`config.mk`:
```
export PLATFORM = sky130hd
export DESIGN_NAME = imem_fetch_ctrl_flat
export DESIGN_NICKNAME = d
export VERILOG_FILES = /design/src/rtl/fetch_pkg.sv /design/src/rtl/imem_fetch_ctrl_if.sv /design/src/rtl/fetch_fifo.sv /design/src/rtl/imem_fetch_ctrl.sv /design/src/flat_wrapper.sv
export SDC_FILE = /design/constraint.sdc
export NUM_CORES = 1
export LEC_CHECK = 0
export CAP_MARGIN = 5
export CELL_PAD_IN_SITES_DETAIL_PLACEMENT = 0
export CELL_PAD_IN_SITES_GLOBAL_PLACEMENT = 1
export CORE_AREA = 2 2 215 217
export CTS_CLUSTER_SIZE = 28
export DETAILED_ROUTE_END_ITERATION = 7
export DIE_AREA = 0 0 217 219
export DONT_BUFFER_PORTS = 1
export PLACE_DENSITY = 0.59
export SLEW_MARGIN = 10
export SYNTH_ARGS = -nofsm -noshare
export SYNTH_HDL_FRONTEND = slang
export SYNTH_SLANG_ARGS = --single-unit
```
`constraint.sdc`:
```
create_clock -name clk -period 15.2 [get_ports clk]
set_input_delay 3.8 -clock clk [delete_from_list [all_inputs] [get_ports clk]]
set_output_delay 3.8 -clock clk [all_outputs]
set_load 0.02 [all_outputs]
```
`src/rtl/fetch_pkg.sv`:
```
`default_nettype none
// ============================================================================
// Package  : fetch_pkg
// Brief    : Shared types and constants for the instruction-fetch controller.
// Revision : 1.0 - initial release
// ============================================================================
package fetch_pkg;

    localparam int FETCH_XLEN = 32;
    localparam logic [FETCH_XLEN-1:0] NOP_INST = 32'h0000_0013;

    typedef enum logic [0:0] {
        RUN  = 1'b0,
        HALT = 1'b1
    } fetch_state_e;

    typedef struct packed {
        logic [FETCH_XLEN-1:0] inst;
        logic [FETCH_XLEN-1:0] pc;
        logic                  fault;
    } fetch_entry_t;

    typedef struct packed {
        logic                  valid;
        logic [FETCH_XLEN-1:0] pc;
        logic                  epoch;
        logic                  oor;
    } inflight_t;

endpackage
`default_nettype wire

```
`src/rtl/imem_fetch_ctrl_if.sv`:
```
`default_nettype none
// ============================================================================
// Interface : imem_fetch_ctrl_if
// Brief     : IMEM, redirect and IF/ID handshake signals of the fetch controller.
// Revision  : 1.0 - initial release
// ============================================================================
interface imem_fetch_ctrl_if #(
    parameter int XLEN       = 32,
    parameter int ADDR_WIDTH = 10
);
    logic [ADDR_WIDTH-1:0] imem_addr;
    logic [XLEN-1:0]       imem_data;
    logic                  imem_addr_valid;
    logic                  redirect_valid;
    logic [XLEN-1:0]       redirect_pc;
    logic                  inst_valid;
    logic                  inst_ready;
    logic [XLEN-1:0]       inst;
    logic [XLEN-1:0]       inst_pc;
    logic                  inst_fault;

    modport master (
        output imem_addr,
        input  imem_data,
        input  imem_addr_valid,
        input  redirect_valid,
        input  redirect_pc,
        output inst_valid,
        input  inst_ready,
        output inst,
        output inst_pc,
        output inst_fault
    );

    modport slave (
        input  imem_addr,
        output imem_data,
        output imem_addr_valid,
        output redirect_valid,
        output redirect_pc,
        input  inst_valid,
        output inst_ready,
        input  inst,
        input  inst_pc,
        input  inst_fault
    );
endinterface
`default_nettype wire

```
`src/rtl/fetch_fifo.sv`:
```
`default_nettype none
// ============================================================================
// Module   : fetch_fifo
// Brief    : Small FIFO of fetched entries with flush; count/full/empty flags.
// Revision : 1.0 - initial release
// ============================================================================
module fetch_fifo
    import fetch_pkg::*;
#(
    parameter int DEPTH = 4
) (
    input  logic                   clk,
    input  logic                   rst,
    input  logic                   i_push,
    input  logic                   i_pop,
    input  logic                   i_flush,
    input  fetch_entry_t           i_data,
    output fetch_entry_t           o_head,
    output logic [$clog2(DEPTH):0] o_count,
    output logic                   o_full,
    output logic                   o_empty
);
    localparam int PW = $clog2(DEPTH);

    fetch_entry_t   r_mem [DEPTH];
    logic [PW:0]    r_wr_ptr;
    logic [PW:0]    r_rd_ptr;
    logic           w_do_push;
    logic           w_do_pop;

    // Pointers carry one extra wrap bit so full and empty are distinguishable.
    always_comb begin
        o_count   = r_wr_ptr - r_rd_ptr;
        o_full    = (o_count == (PW+1)'(DEPTH));
        o_empty   = (o_count == '0);
        o_head    = r_mem[r_rd_ptr[PW-1:0]];
        w_do_pop  = i_pop && !o_empty && !i_flush;
        w_do_push = i_push && !i_flush && (!o_full || w_do_pop);
    end

    always_ff @(posedge clk) begin
        if (rst || i_flush) begin
            r_wr_ptr <= '0;
            r_rd_ptr <= '0;
        end else begin
            if (w_do_push) r_wr_ptr <= r_wr_ptr + 1'b1;
            if (w_do_pop)  r_rd_ptr <= r_rd_ptr + 1'b1;
        end
    end

    always_ff @(posedge clk) begin
        if (w_do_push) r_mem[r_wr_ptr[PW-1:0]] <= i_data;
    end

    always_ff @(posedge clk) begin
        if (!rst && !i_flush) begin
            assert (!(i_push && o_full && !i_pop));
        end
    end

endmodule
`default_nettype wire

```
`src/rtl/imem_fetch_ctrl.sv`:
```
`default_nettype none
// ============================================================================
// Module   : imem_fetch_ctrl
// Brief    : Fetch PC owner; sequences 2-cycle IMEM reads into an output FIFO.
// Revision : 1.0 - initial release
// ============================================================================
module imem_fetch_ctrl
    import fetch_pkg::*;
#(
    parameter int              XLEN       = 32,
    parameter int              ADDR_WIDTH = 10,
    parameter logic [XLEN-1:0] RESET_PC   = 32'h0000_0000,
    parameter int              BUF_DEPTH  = 4
) (
    input  logic               clk,
    input  logic               rst,
    imem_fetch_ctrl_if.master  bus
);
    localparam int CNT_W = $clog2(BUF_DEPTH) + 1;

    fetch_state_e       r_state;
    fetch_state_e       w_state_next;
    logic [XLEN-1:0]    r_pc;
    logic               r_epoch;
    inflight_t          r_s1;
    inflight_t          r_s2;
    logic               r_mis_valid;
    logic [XLEN-1:0]    r_mis_pc;

    logic [XLEN-1:0]    w_issue_pc;
    logic               w_mis;
    logic               w_next_epoch;
    logic               w_live1;
    logic               w_live2;
    logic [CNT_W:0]     w_occ;
    logic               w_issue;
    logic               w_ret_live;
    logic               w_ret_fault;
    logic               w_push;
    logic               w_pop;
    fetch_entry_t       w_push_data;
    fetch_entry_t       w_head;
    logic [CNT_W-1:0]   w_count;
    logic               w_full;
    logic               w_empty;

    always_comb begin
        w_issue_pc   = bus.redirect_valid ? bus.redirect_pc : r_pc;
        w_mis        = bus.redirect_valid && (bus.redirect_pc[1:0] != 2'b00);
        w_next_epoch = bus.redirect_valid ? ~r_epoch : r_epoch;
        w_live1      = r_s1.valid && (r_s1.epoch == r_epoch);
        w_live2      = r_s2.valid && (r_s2.epoch == r_epoch);
        // A redirect flushes the FIFO and stales every in-flight read, so it always has credit.
        w_occ        = bus.redirect_valid ? '0
                     : ({1'b0, w_count} + (CNT_W+1)'(w_live1) + (CNT_W+1)'(w_live2));
        w_issue      = ((r_state == RUN) || bus.redirect_valid) && !w_mis
                     && (w_occ < (CNT_W+1)'(BUF_DEPTH));
        w_ret_live   = w_live2 && !bus.redirect_valid && (r_state == RUN);
        w_ret_fault  = r_s2.oor || !bus.imem_addr_valid;
        w_push       = w_ret_live || (r_mis_valid && !bus.redirect_valid);
        w_pop        = !w_empty && bus.inst_ready;

        if (r_mis_valid) begin
            w_push_data = '{inst: NOP_INST, pc: r_mis_pc, fault: 1'b1};
        end else if (w_ret_fault) begin
            w_push_data = '{inst: NOP_INST, pc: r_s2.pc, fault: 1'b1};
        end else begin
            w_push_data = '{inst: bus.imem_data, pc: r_s2.pc, fault: 1'b0};
        end

        bus.imem_addr  = w_issue_pc[ADDR_WIDTH+1:2];
        bus.inst_valid = !w_empty;
        bus.inst       = w_empty ? NOP_INST : w_head.inst;
        bus.inst_pc    = w_empty ? '0 : w_head.pc;
        bus.inst_fault = !w_empty && w_head.fault;
    end

    always_comb begin
        w_state_next = r_state;
        if (bus.redirect_valid) begin
            w_state_next = w_mis ? HALT : RUN;
        end else if (w_ret_live && w_ret_fault) begin
            w_state_next = HALT;
        end
    end

    always_ff @(posedge clk) begin
        if (rst) r_state <= RUN;
        else     r_state <= w_state_next;
    end

    always_ff @(posedge clk) begin
        if (rst) begin
            r_pc        <= RESET_PC;
            r_epoch     <= 1'b0;
            r_s1        <= '0;
            r_s2        <= '0;
            r_mis_valid <= 1'b0;
            r_mis_pc    <= '0;
        end else begin
            r_epoch <= w_next_epoch;
            if (w_issue) begin
                r_pc <= w_issue_pc + XLEN'(4);
            end else if (bus.redirect_valid) begin
                r_pc <= bus.redirect_pc;
            end
            r_s1 <= '{valid: w_issue,
                      pc:    w_issue_pc,
                      epoch: w_next_epoch,
                      oor:   |w_issue_pc[XLEN-1:ADDR_WIDTH+2]};
            r_s2        <= r_s1;
            r_mis_valid <= w_mis;
            r_mis_pc    <= bus.redirect_pc;
        end
    end

    fetch_fifo #(
        .DEPTH (BUF_DEPTH)
    ) u_fifo (
        .clk     (clk),
        .rst     (rst),
        .i_push  (w_push),
        .i_pop   (w_pop),
        .i_flush (bus.redirect_valid),
        .i_data  (w_push_data),
        .o_head  (w_head),
        .o_count (w_count),
        .o_full  (w_full),
        .o_empty (w_empty)
    );

    logic w_unused;
    assign w_unused = w_full;

endmodule
`default_nettype wire

```
`src/flat_wrapper.sv`:
```
// flat-port wrapper written by rule: the top's interface ports become plain ports
module imem_fetch_ctrl_flat import fetch_pkg::*;
#(
    parameter int              XLEN       = 32,
    parameter int              ADDR_WIDTH = 10,
    parameter logic [XLEN-1:0] RESET_PC   = 32'h0000_0000,
    parameter int              BUF_DEPTH  = 4
)
  (clk, rst, bus_imem_addr, bus_imem_data, bus_imem_addr_valid, bus_redirect_valid, bus_redirect_pc, bus_inst_valid, bus_inst_ready, bus_inst, bus_inst_pc, bus_inst_fault);
  imem_fetch_ctrl_if #(.XLEN(XLEN), .ADDR_WIDTH(ADDR_WIDTH)) bus_i ();
  input  logic clk;
  input  logic rst;
  output wire logic [$bits(bus_i.imem_addr)-1:0] bus_imem_addr;
  input wire logic [$bits(bus_i.imem_data)-1:0] bus_imem_data;
  input wire logic [$bits(bus_i.imem_addr_valid)-1:0] bus_imem_addr_valid;
  input wire logic [$bits(bus_i.redirect_valid)-1:0] bus_redirect_valid;
  input wire logic [$bits(bus_i.redirect_pc)-1:0] bus_redirect_pc;
  output wire logic [$bits(bus_i.inst_valid)-1:0] bus_inst_valid;
  input wire logic [$bits(bus_i.inst_ready)-1:0] bus_inst_ready;
  output wire logic [$bits(bus_i.inst)-1:0] bus_inst;
  output wire logic [$bits(bus_i.inst_pc)-1:0] bus_inst_pc;
  output wire logic [$bits(bus_i.inst_fault)-1:0] bus_inst_fault;
  assign bus_imem_addr = bus_i.imem_addr;
  assign bus_i.imem_data = bus_imem_data;
  assign bus_i.imem_addr_valid = bus_imem_addr_valid;
  assign bus_i.redirect_valid = bus_redirect_valid;
  assign bus_i.redirect_pc = bus_redirect_pc;
  assign bus_inst_valid = bus_i.inst_valid;
  assign bus_i.inst_ready = bus_inst_ready;
  assign bus_inst = bus_i.inst;
  assign bus_inst_pc = bus_i.inst_pc;
  assign bus_inst_fault = bus_i.inst_fault;
  imem_fetch_ctrl #(.XLEN(XLEN), .ADDR_WIDTH(ADDR_WIDTH), .RESET_PC(RESET_PC), .BUF_DEPTH(BUF_DEPTH)) u_core (.clk(clk), .rst(rst), .bus(bus_i));
endmodule
```
=== After elaboration in Yosys (flattened, before gate mapping) ===
Memory sizes are Yosys's and may differ from the RTL's. A register that Yosys moved wholly into a read port is not among the register bits.
Index checks and enable logic that the tools add are counted.

* $add $sub $neg: 6
* Order comparisons: 1
* Equal/unequal tests: 2
* Muxes and demuxes: 14
* Bitwise operators: 2
* Reductions and logical operators: 28

{| class="wikitable"
|+ Operators by type and width
! cell !! count
|-
| $mux 65 || 2
|-
| $mux 32 || 4
|-
| $add 32x3->32 const B || 1
|-
| $reduce_or 20->1 || 1
|-
| $logic_and 1x1->1 || 14
|-
| $add 3x1->3 const B || 2
|-
| $logic_not 1->1 || 5
|-
| $logic_or 1x1->1 || 5
|-
| $mux 1 || 5
|-
| $add 3x1->4 || 1
|-
| $add 4x1->4 || 1
|-
| $lt 4x3->1 const B || 1
|-
| $mux 2 || 2
|-
| $mux 4 || 1
|-
| $reduce_bool 2->1 || 2
|-
| $eq 3x3->1 const B || 1
|-
| $logic_not 3->1 || 1
|-
| $sub 3x3->3 || 1
|-
| $not 1->1 || 2
|-
| $eq 1x1->1 || 1
|}

* Register bits after elaboration: 142
* Bits in writable memories: 260
* Output and inout bits: 76
* Memories kept: 1

{| class="wikitable"
|+ Memory list
! memory !! depth !! bits a word !! rd ports !! clocked after Yosys merged registers in !! wr ports !! RTL line !! source
|-
| u_core.u_fifo.r_mem || 4 || 65 || 1 || 1 || 1 || fetch_fifo.sv:25 || <nowiki>fetch_entry_t r_mem [DEPTH];</nowiki>
|}

=== Longest topological paths before layout ===
Gate-level depths: netlist of run 1.

* Depth after elaboration: 10
* Gate-level depth with buffers: 11

=== Hierarchy ===
From an unflattened synthesis of run 1, not the netlist that was laid out.

* Cell total of the unflattened synthesis: 1036
* Area total of the unflattened synthesis: 15922.8 um^2

{| class="wikitable"
|+ Modules (own cells, without submodules)
! module !! instances !! cells each !! area an instance (um^2)
|-
| fetch_fifo || 1 || 395 || 9885.7
|-
| imem_fetch_ctrl || 1 || 641 || 6037.0
|}

=== Worst setup path after synthesis of run 1 ===
No wires, ideal clock.

* Kind: input port to flip-flop
* Start: input port bus_redirect_valid
* End: memory u_core.u_fifo.r_mem[3][0] (netlist bit) (enable)
* Library setup time: 678 ps
* Arrival: 11244 ps
* Required time: 14522 ps
* Path slack: 3278 ps
* Stages: 4
* Cells stage by stage: buf_6 > buf_2 > buf_2 > nor4b_1

* Cells in the longest elaborated chain, start to end: 8

{| class="wikitable"
|+ RTL lines
! element !! RTL line !! source
|-
| start: declaration || flat_wrapper.sv:16 || <nowiki>input wire logic [$bits(bus_i.redirect_valid)-1:0] bus_redirect_valid;</nowiki>
|-
| $logic_not 1->1 (*) || n/a ||
|-
| $logic_and 1x1->1 (2 in series) || imem_fetch_ctrl.sv:58 || <nowiki>w_ret_live = w_live2 && !bus.redirect_valid && (r_state == RUN);</nowiki>
|-
| $logic_or 1x1->1 || imem_fetch_ctrl.sv:60 || <nowiki>w_push = w_ret_live || (r_mis_valid && !bus.redirect_valid);</nowiki>
|-
| $logic_and 1x1->1 || fetch_fifo.sv:38 || <nowiki>w_do_push = i_push && !i_flush && (!o_full || w_do_pop);</nowiki>
|-
| $logic_and 1x1->1 (*) || fetch_fifo.sv:38 ||
|-
| $mux 1 (*) || fetch_fifo.sv:52 || <nowiki>if (w_do_push) r_mem[r_wr_ptr[PW-1:0]] <= i_data;</nowiki>
|-
| $mux 1 (not written as such) (*) || fetch_fifo.sv:52 ||
|-
| end: declaration || fetch_fifo.sv:25 ||
|}

Every way passes the cells marked *; elsewhere a longest branch is shown, timed or not.

=== Final worst setup path of run 1 ===
* Start: input port bus_redirect_valid
* End: output port bus_imem_addr[1]

* Cells in the longest elaborated chain, start to end: 1

{| class="wikitable"
|+ RTL lines
! element !! RTL line !! source
|-
| $mux 32 || n/a ||
|-
| end: declaration || flat_wrapper.sv:13 || <nowiki>output wire logic [$bits(bus_i.imem_addr)-1:0] bus_imem_addr;</nowiki>
|}

Every way passes these cells.

==> results.toml, run 1 <==
[critical_path]
critPathMaxStageDelay_ns = 0.45
crit_required_ns = 11.40
cp_top_family = "multiplexers"
crit_arrival_ns = 4.51
cp_cell_sequence = "mux2i_1, inv_1"
worstSetupPathType = "input pin to primary output"
critPathSlowestCell = "mux2i_1"
rrSetupSlack_ns = 11.65
setup.worst_path.start_class = "input pin"
critical_path_peak_fanout = 66
path_buf_inv = 1
end_kind = "primary output"

[die]
initial_core_util_pct = 34.8
die_w_um = 217
num_rows = 78
pin_count = 145
fp.dieH_um = 219
coreArea_um2 = 45100
die_area_um2 = 47500

[pwr]
clockPowerShare_pct = 44.4
power_frac_seq_pct = 51.2
power_density_nw_per_um2 = 133
power_frac_comb_pct = 4.4
vdd_ir_drop_max_uv = 88.1
power_switching_uw = 489
leakagePower_uw = 0.00610
p_int_uw = 1850
netSwitchingFraction_pct = 20.9

[timing]
maxSlewHeadroom_pct = 33.1
setup_violations = 0
skew_ns = 0.0120
fmax_mhz = 120
min_period_ns = 8.31
hold_viol = 0
period_share_pct = 54.7
slew_violations = 0
worstMarginPinSlew_ns = 1.00
rsz0062_at_grt = "no"
fin_tns_setup_ns = 0

[clock_tree]
cts_resized = 0
clk_latency_ns = 0.55
cts_buffers = 45
clockBufferDepth = 3
tritoncts = "done"
clock-sinks = 402
clkTransAtPathRegs_ns = 0.06
cts_hold_buf = 0
postCtsSetupBuffers = 0
h-tree-depth = 2
root_buffer = "clkbuf_16"

[yosys]
postSynthAreaPerCell_um2 = 15.5
yosysWarnings = 0
yosysSeqAreaShare_pct = 68.0
synth_area_leader_cell = "edfxtp_1"
synth_ff_type = "edfxtp_1"
syn_nets = 1092
synthCells = 1014
synth_area_um2 = 15700
synth_edf_count = 260
yosysTopAreaCellShare_pct = 49.8
synthDistinctLibCells = 48
ys_ff_latch = 402
synth_area_leaders = "edfxtp_1 50%, dfxtp_1 18%, mux4_2 9.3%"
async_reset_ff_share_pct = 0

[finish]
drive_above_1_share_pct = 18.0
synthToLayoutAreaGrowth_pct = 12.4
regArea_um2 = 10700
design_area_um2 = 17600
multiInputGateArea_um2 = 4640
nets = 1081
fillers = 4245
diodes = 0

[routing]
drc = 0
vias = 7899
detail_route.vias_per_cell = 4.83
postRouteAntennaNets = 0
wirelength_mm = 33.7
dr.pass1.iters = 7
first_iter_violations = 430
wl_per_cell_um = 20.6

[placed_design]
port_buffers = 0
placed_area_um2 = 16200
routabilityCongestion = 0.716
hpwl_mm = 20.2

[job]
cap_violations = 0

[outcome]
status = "finished clean"

[global_routing]
grt_pass1_wl_mm = 51.2
grt_pass1_vias = 8259
grt_max_degree = 136
gr-total-overflow = 0
globalRouteTotalUtil_pct = 14.4
antenna_found_initial = 1

[min_path]
min_path_type = "flip-flop to flip-flop"
==> Yosys cell counts, types with 3 or more instances <==
cell	n
nand4b_1	3
a211oi_1	3
and3_1	3
o21a_1	3
nor2b_1	71
nand3_1	16
xor2_1	3
mux4_2	65
a22oi_1	3
nor3_1	18
nor3b_1	3
nor4_1	11
mux2i_1	34
nand3b_1	5
buf_2	9
or2_2	4
nand2_1	14
nand4_1	16
and2_1	96
ha_1	8
inv_1	20
dfxtp_1	142
a21oi_1	7
or3_1	3
buf_1	9
o31a_1	7
xnor2_1	15
nor2_1	60
buf_4	12
edfxtp_1	260
clkbuf_1	35
mux2_2	33
==> layout by cell type, fill, tap and decap left out, types with 4 or more instances in the layout <==
master / count
a21oi_1: 7
and2_1: 93
buf_4: 9
bufinv_16: 4
clkbuf_1: 12
clkbuf_16: 45
clkinv_1: 6
clkinv_2: 7
dfxtp_1: 139
edfxtp_1: 260
ha_1: 8
inv_1: 19
mux2_2: 33
mux2i_1: 34
mux4_2: 65
nand2_1: 14
nand3_1: 16
nand3b_1: 5
nand4_1: 16
nor2_1: 59
nor2b_1: 71
nor3_1: 18
nor4_1: 11
o31a_1: 7
or2_2: 4
xnor2_1: 15
==> kinds of logic after synthesis <==
logic type | after synthesis | synth area share, %
multiplexers | 133 | 14.0
buffers and inverters | 87 | 2.54
XOR/XNOR | 19 | 1.16
flip-flops | 402 | 68.0
AND/OR/NAND/NOR | 329 | 12.0
AO/OA/AOI/OAI | 35 | 1.63
adder cells (fa/ha/maj) | 9 | 0.767
==> worst paths after layout <==
kind,endpoint,from,depth (start not counted)
setup / recovery,bus_imem_addr[1],bus_redirect_valid,2
hold / removal,u_core.r_s2[22],u_core.r_s1[22],1
setup reg to reg,u_core.u_fifo.r_mem[0][29],u_core.u_fifo.r_wr_ptr[0],9
hold reg to reg,u_core.r_s2[22],u_core.r_s1[22],1
==> sequential cells by signal (all words and copies together), names as in the netlist, named ones only <==
signal                  flops
u_core.r_s2                35
u_core.r_mis_valid          1
u_core.u_fifo.r_mem       260
u_core.u_fifo.r_wr_ptr      3
u_core.r_state              1
u_core.r_pc                30
u_core.r_epoch              1
u_core.r_mis_pc            32
u_core.u_fifo.r_rd_ptr      3
u_core.r_s1                34
==> per-layer routing <==
layer	share of wire [%]	wire length [µm]	vias up	track usage [%]
met2	47	15800	159	23.1
met4	2.2	748	0	4.84
li1	-	-	3720	-
met1	45	15200	3971	18.9
met5	0	0	-	0
met3	5.8	1970	49	3.76
==> stage by stage <==
| stage | hold slack, ns | setup slack [ns] | instances | utilization (%) | total power, µW |
|---|---|---|---|---|---|
| finish | 0.431 | 6.89 | 1637 | 39.0 | 2340 |
| global route | 0.447 | 6.84 | 1637 | 39.0 | 2430 |
| CTS | 0.429 | 6.90 | 1637 | 39.0 | 2380 |
| detailed placement | 0.423 | 6.90 | 1556 | 35.9 | 1330 |
| global placement | 0.419 | 6.95 | 1556 | 35.9 | 1320 |
| floorplan | 0.414 | 3.28 | 1014 | - | 1310 |
==> cell type report <==
cell class	instances	area share, %
multi-input cells	525	26.3
well taps	600	4.26
clock inverters	22	1.24
inverters	20	0.426
clock buffers	59	6.81
flip-flops and latches	402	60.5
repair buffers	9	0.384
==> power by group through the flow <==
stage / logic (µW) / clock network (µW) / registers [µW]
floorplan: 92.1 / 0 / 1220
global placement: 104 / 0 / 1220
detailed placement: 105 / 0 / 1220
CTS: 106 / 1080 / 1200
global route: 114 / 1120 / 1200
finish: 103 / 1040 / 1200
Power figures use the tool's default switching activity.
==> inputs of run 2 (changes only) <==
==> constraint.sdc (replaced) <==
create_clock -name clk -period 8.5 [get_ports clk]
set_input_delay 2.125 -clock clk [delete_from_list [all_inputs] [get_ports clk]]
set_output_delay 2.125 -clock clk [all_outputs]
set_load 0.02 [all_outputs]
==> run 2 against run 1 <==
Hold slack lost 0.0030 ns. Wire length shrank 0.12%. Non-clock buffer count is the same. Via count grew 0.41%. Utilization is essentially flat. Clock skew grew 0.00098 ns. Final area is essentially flat. Combinational power grew 77%. Register-to-register slack lost 6.7 ns. Die area is the same. Flip-flop and latch count is the same. Largest cell class unchanged. Largest power group unchanged.
==> results.toml, run 2 (synthesis results as in run 1) <==
[die]
coreArea_um2 = 45100
initial_core_util_pct = 34.8
pin_count = 145
fp.dieH_um = 219
die_area_um2 = 47500
num_rows = 78
die_w_um = 217

[pwr]
leakagePower_uw = 0.00610
power_density_nw_per_um2 = 237
power_switching_uw = 876
power_uw = 4160
p_int_uw = 3290
power_frac_comb_pct = 4.4
netSwitchingFraction_pct = 21.0
power_frac_seq_pct = 51.4
vdd_ir_drop_max_uv = 171
clockPowerShare_pct = 44.2

[placed_design]
routabilityCongestion = 0.722
port_buffers = 0
hpwl_mm = 20.4

[timing]
maxSlewHeadroom_pct = 26.0
rsz0062_at_grt = "no"
hold_viol = 0
fmax_mhz = 181
slew_violations = 0
whs_ns = 0.428
setup_violations = 0
fin_tns_setup_ns = 0
period_share_pct = 64.9
worstMarginPinSlew_ns = 1.11
skew_ns = 0.0130
min_period_ns = 5.51

[critical_path]
crit_required_ns = 6.38
critPathMaxStageDelay_ns = 0.57
rrSetupSlack_ns = 4.97
crit_arrival_ns = 3.39
path_buf_inv = 3
critPathSlowestCell = "inv_2"
cp_cell_sequence = "inv_1, ha_1, inv_1, fa_1, xor3_1, nor3b_1, inv_2, and2_1"
critical_path_peak_fanout = 66
end_kind = "primary output"
worstSetupPathType = "flip-flop to primary output"
crit_top_cell = "inv_1"
cp_top_family = "simple AND/OR/NAND/NOR gates"
setup.worst_path.start_class = "flip-flop"

[global_routing]
grt_pass1_wl_mm = 51.1
grt_pass1_vias = 8302
gr-total-overflow = 0
globalRouteTotalUtil_pct = 14.4
antenna_found_initial = 2
grt_max_degree = 136

[clock_tree]
clock-sinks = 402
root_buffer = "clkbuf_16"
clockBufferDepth = 3
cts_hold_buf = 0
tritoncts = "done"
cts_buffers = 44
postCtsSetupBuffers = 0
clkTransAtPathRegs_ns = 0.06
clk_latency_ns = 0.55
h-tree-depth = 2
cts_resized = 0

[routing]
drc = 0
dr.pass1.iters = 6
wl_per_cell_um = 20.5
wirelength_mm = 33.6
postRouteAntennaNets = 0
detail_route.vias_per_cell = 4.84
vias = 7931
first_iter_violations = 353

[outcome]
status = "finished clean"

[finish]
drive_above_1_share_pct = 18.0
nets = 1080
layout.cells.most_common_list = "260 x edfxtp_1, 139 x dfxtp_1, 93 x and2_1"
largest_register_ffs = 260
mostFrequentLayoutCell = "edfxtp_1"
fillers = 4252
synthToLayoutAreaGrowth_pct = 12.3

[min_path]
min_path_type = "flip-flop to flip-flop"

[job]
cap_violations = 0
## run 2: layer usage
metal,vias to the layer above,GRT usage (%),wire (µm)
met4,0,5.05,844
met2,181,23.6,16000
li1,3703,-,-
met1,3987,18.2,14400
met5,-,0,0
met3,60,3.95,2320
## run 2: worst register-to-register path: stages (launching register included)
cell and delay, ns:
dfxtp_1 0.35, inv_1 0.12, ha_1 0.15, inv_1 0.05
fa_1 0.37, xor3_1 0.25, nor4_1 0.10, nor3_1 0.59
and2_4 0.41, buf_4 0.72
## run 2: metrics by stage
stage	util [%]	std cells	cell area, µm²	setup slack, ns
after floorplan	-	1014	15700	1.63
after global placement	35.9	1556	16200	3.60
after detailed placement	35.9	1556	16200	3.50
after CTS	39.0	1636	17600	2.86
after global routing	39.0	1636	17600	2.62
final	39.0	1637	17600	2.99
## run 2: final timing paths
kind	start	to	cells past startpoint
worst max-delay path	u_core.u_fifo.r_wr_ptr[0]	bus_inst_pc[30]	8
worst min register to register	u_core.r_s1[6]	u_core.r_s2[6]	1
worst min-delay path	u_core.r_s1[6]	u_core.r_s2[6]	1
worst max register to register	u_core.u_fifo.r_wr_ptr[0]	u_core.u_fifo.r_mem[2][25]	9
## run 2: power groups by stage
stage	combinational [µW]	clock (µW)	sequential, µW
after floorplan	165	0	2180
after global placement	185	0	2180
after detailed placement	188	0	2180
after CTS	188	1910	2140
after global routing	203	1970	2150
final	182	1840	2140
## run 2: final cells by class
type | instances | area (µm²) | area share, %
Sequential cell | 402 | 10700 | 60.6
Inverter | 20 | 75.1 | 0.427
Tap cell | 600 | 751 | 4.27
Multi-Input combinational cell | 525 | 4650 | 26.4
Clock buffer | 65 | 1270 | 7.22
Clock inverter | 15 | 123 | 0.697
Timing Repair Buffer | 9 | 67.6 | 0.384
Antenna cell | 1 | 2.50 | 0.0142
==> inputs of run 3 (changes only) <==
--- a/config.mk
+++ b/config.mk
@@ -13,7 +13,7 @@
 export DETAILED_ROUTE_END_ITERATION = 7
 export DIE_AREA = 0 0 217 219
 export DONT_BUFFER_PORTS = 1
-export PLACE_DENSITY = 0.59
+export PLACE_DENSITY = 0.62
 export SLEW_MARGIN = 10
 export SYNTH_ARGS = -nofsm -noshare
 export SYNTH_HDL_FRONTEND = slang
==> constraint.sdc (replaced) <==
create_clock -name clk -period 4.96 [get_ports clk]
set_input_delay 1.24 -clock clk [delete_from_list [all_inputs] [get_ports clk]]
set_output_delay 1.24 -clock clk [all_outputs]
set_load 0.02 [all_outputs]
==> run 3 against run 2 <==
Cell count up 0.37%. Sequential share of layout area down 0.46 points. Sequential power up 71%. Final area up 0.77%. Clock-buffer cell count down 7. Flip-flop and latch count unchanged. Wire length up 0.81%. Critical path depth unchanged. Critical path type unchanged. Largest power group unchanged.
==> results.toml, run 3 (synthesis results as in run 1) <==
[critical_path]
worstSetupPathType = "flip-flop to primary output"
critical_path_peak_fanout = 65
setup.worst_path.start_class = "flip-flop"
crit_top_cell = "inv_1"
crit_arrival_ns = 3.28
cp_cell_sequence = "inv_1, ha_1, inv_1, fa_1, xor3_1, nor3b_1, inv_4, and2_1"
critPathMaxStageDelay_ns = 0.62
crit_required_ns = 3.72
end_kind = "primary output"
critPathSlowestCell = "nor3b_1"
cp_top_family = "simple AND/OR/NAND/NOR gates"
path_buf_inv = 3

[clock_tree]
tritoncts = "done"
postCtsSetupBuffers = 0
h-tree-depth = 2
root_buffer = "clkbuf_16"
cts_buffers = 44
clkTransAtPathRegs_ns = 0.06
clockBufferDepth = 3
cts_resized = 0
clock-sinks = 402
clk_latency_ns = 0.56
cts_hold_buf = 0

[global_routing]
grt_pass1_vias = 8359
antenna_found_initial = 2
grt_max_degree = 136
globalRouteTotalUtil_pct = 14.4
grt_pass1_wl_mm = 51.3
gr-total-overflow = 0

[placed_design]
placed_area_um2 = 16300
dp.cells = 1561
place_ws_ns = 0.814
hpwl_mm = 20.6
routabilityCongestion = 0.753
port_buffers = 0

[pwr]
vdd_ir_drop_max_uv = 209
power_density_nw_per_um2 = 410
leakagePower_uw = 0.00616

[die]
fp.dieH_um = 219
coreArea_um2 = 45100
initial_core_util_pct = 34.8
die_area_um2 = 47500
die_w_um = 217
pin_count = 145
num_rows = 78

[routing]
drc = 0
wl_per_cell_um = 20.6
wirelength_mm = 33.9
detail_route.vias_per_cell = 4.83
postRouteAntennaNets = 0
dr.pass1.iters = 4
first_iter_violations = 449
vias = 7940

[timing]
rsz0062_at_grt = "no"
fin_tns_setup_ns = 0
slew_violations = 0
whs_ns = 0.434
skew_ns = 0.0145
period_share_pct = 91.1
hold_viol = 0
min_period_ns = 4.52
setup_violations = 0
fin_ws_ns = 0.441
fmax_mhz = 221
worstMarginPinSlew_ns = 0.876
maxSlewHeadroom_pct = 41.6

[finish]
drive_above_1_share_pct = 18.7
synthToLayoutAreaGrowth_pct = 13.2
design_area_um2 = 17700
fillers = 4228
diodes = 0
nets = 1085
final_cells = 1643
largest_register_ffs = 260
mostFrequentLayoutCell = "edfxtp_1"
layout.cells.most_common_list = "260 x edfxtp_1, 139 x dfxtp_1, 93 x and2_1"

[min_path]
min_path_type = "flip-flop to flip-flop"

[job]
cap_violations = 0

[outcome]
status = "finished clean"
## run 3: layer usage
layer | up-vias | GRT usage [%] | wire [µm]
li1 | 3724 | - | -
met1 | 4000 | 18.9 | 15300
met2 | 176 | 23.2 | 15800
met3 | 40 | 4.35 | 2110
met4 | 0 | 4.11 | 700
met5 | - | 0 | 0
## run 3: power breakdown
| part | switching, µW | leakage (µW) | internal (µW) |
|---|---|---|---|
| registers | 25.9 | 0.00366 | 3640 |
| clock network | 1300 | 0.000715 | 1980 |
| logic | 198 | 0.00178 | 121 |
## run 3: path summary, 6_finish.rpt
path                                           startpoint                          to  slack (ns)  cells past startpoint
worst min register to register             u_core.r_s1[9]              u_core.r_s2[9]        0.43                      1
worst max register to register  u_core.u_fifo.r_wr_ptr[0]  u_core.u_fifo.r_mem[2][45]        1.46                      9
worst min-delay path                       u_core.r_s1[9]              u_core.r_s2[9]        0.43                      1
worst max-delay path            u_core.u_fifo.r_wr_ptr[0]             bus_inst_pc[18]        0.44                      8
## run 3: metrics by stage
stage          util [%]  power [µW]
6_report           39.3        7270
5_1_grt            39.3        7560
4_1_cts            39.3        7390
3_5_place_dp       36.1        4070
3_3_place_gp       36.1        4060
2_1_floorplan         -        4010
## run 3: final cells by class
class / instances / area (µm²) / area share, %
well taps: 600 / 751 / 4.23
inverters: 20 / 77.6 / 0.438
multi-input cells: 525 / 4650 / 26.2
clock buffers: 58 / 1210 / 6.80
repair buffers: 14 / 130 / 0.734
clock inverters: 24 / 260 / 1.47
flip-flops and latches: 402 / 10700 / 60.1
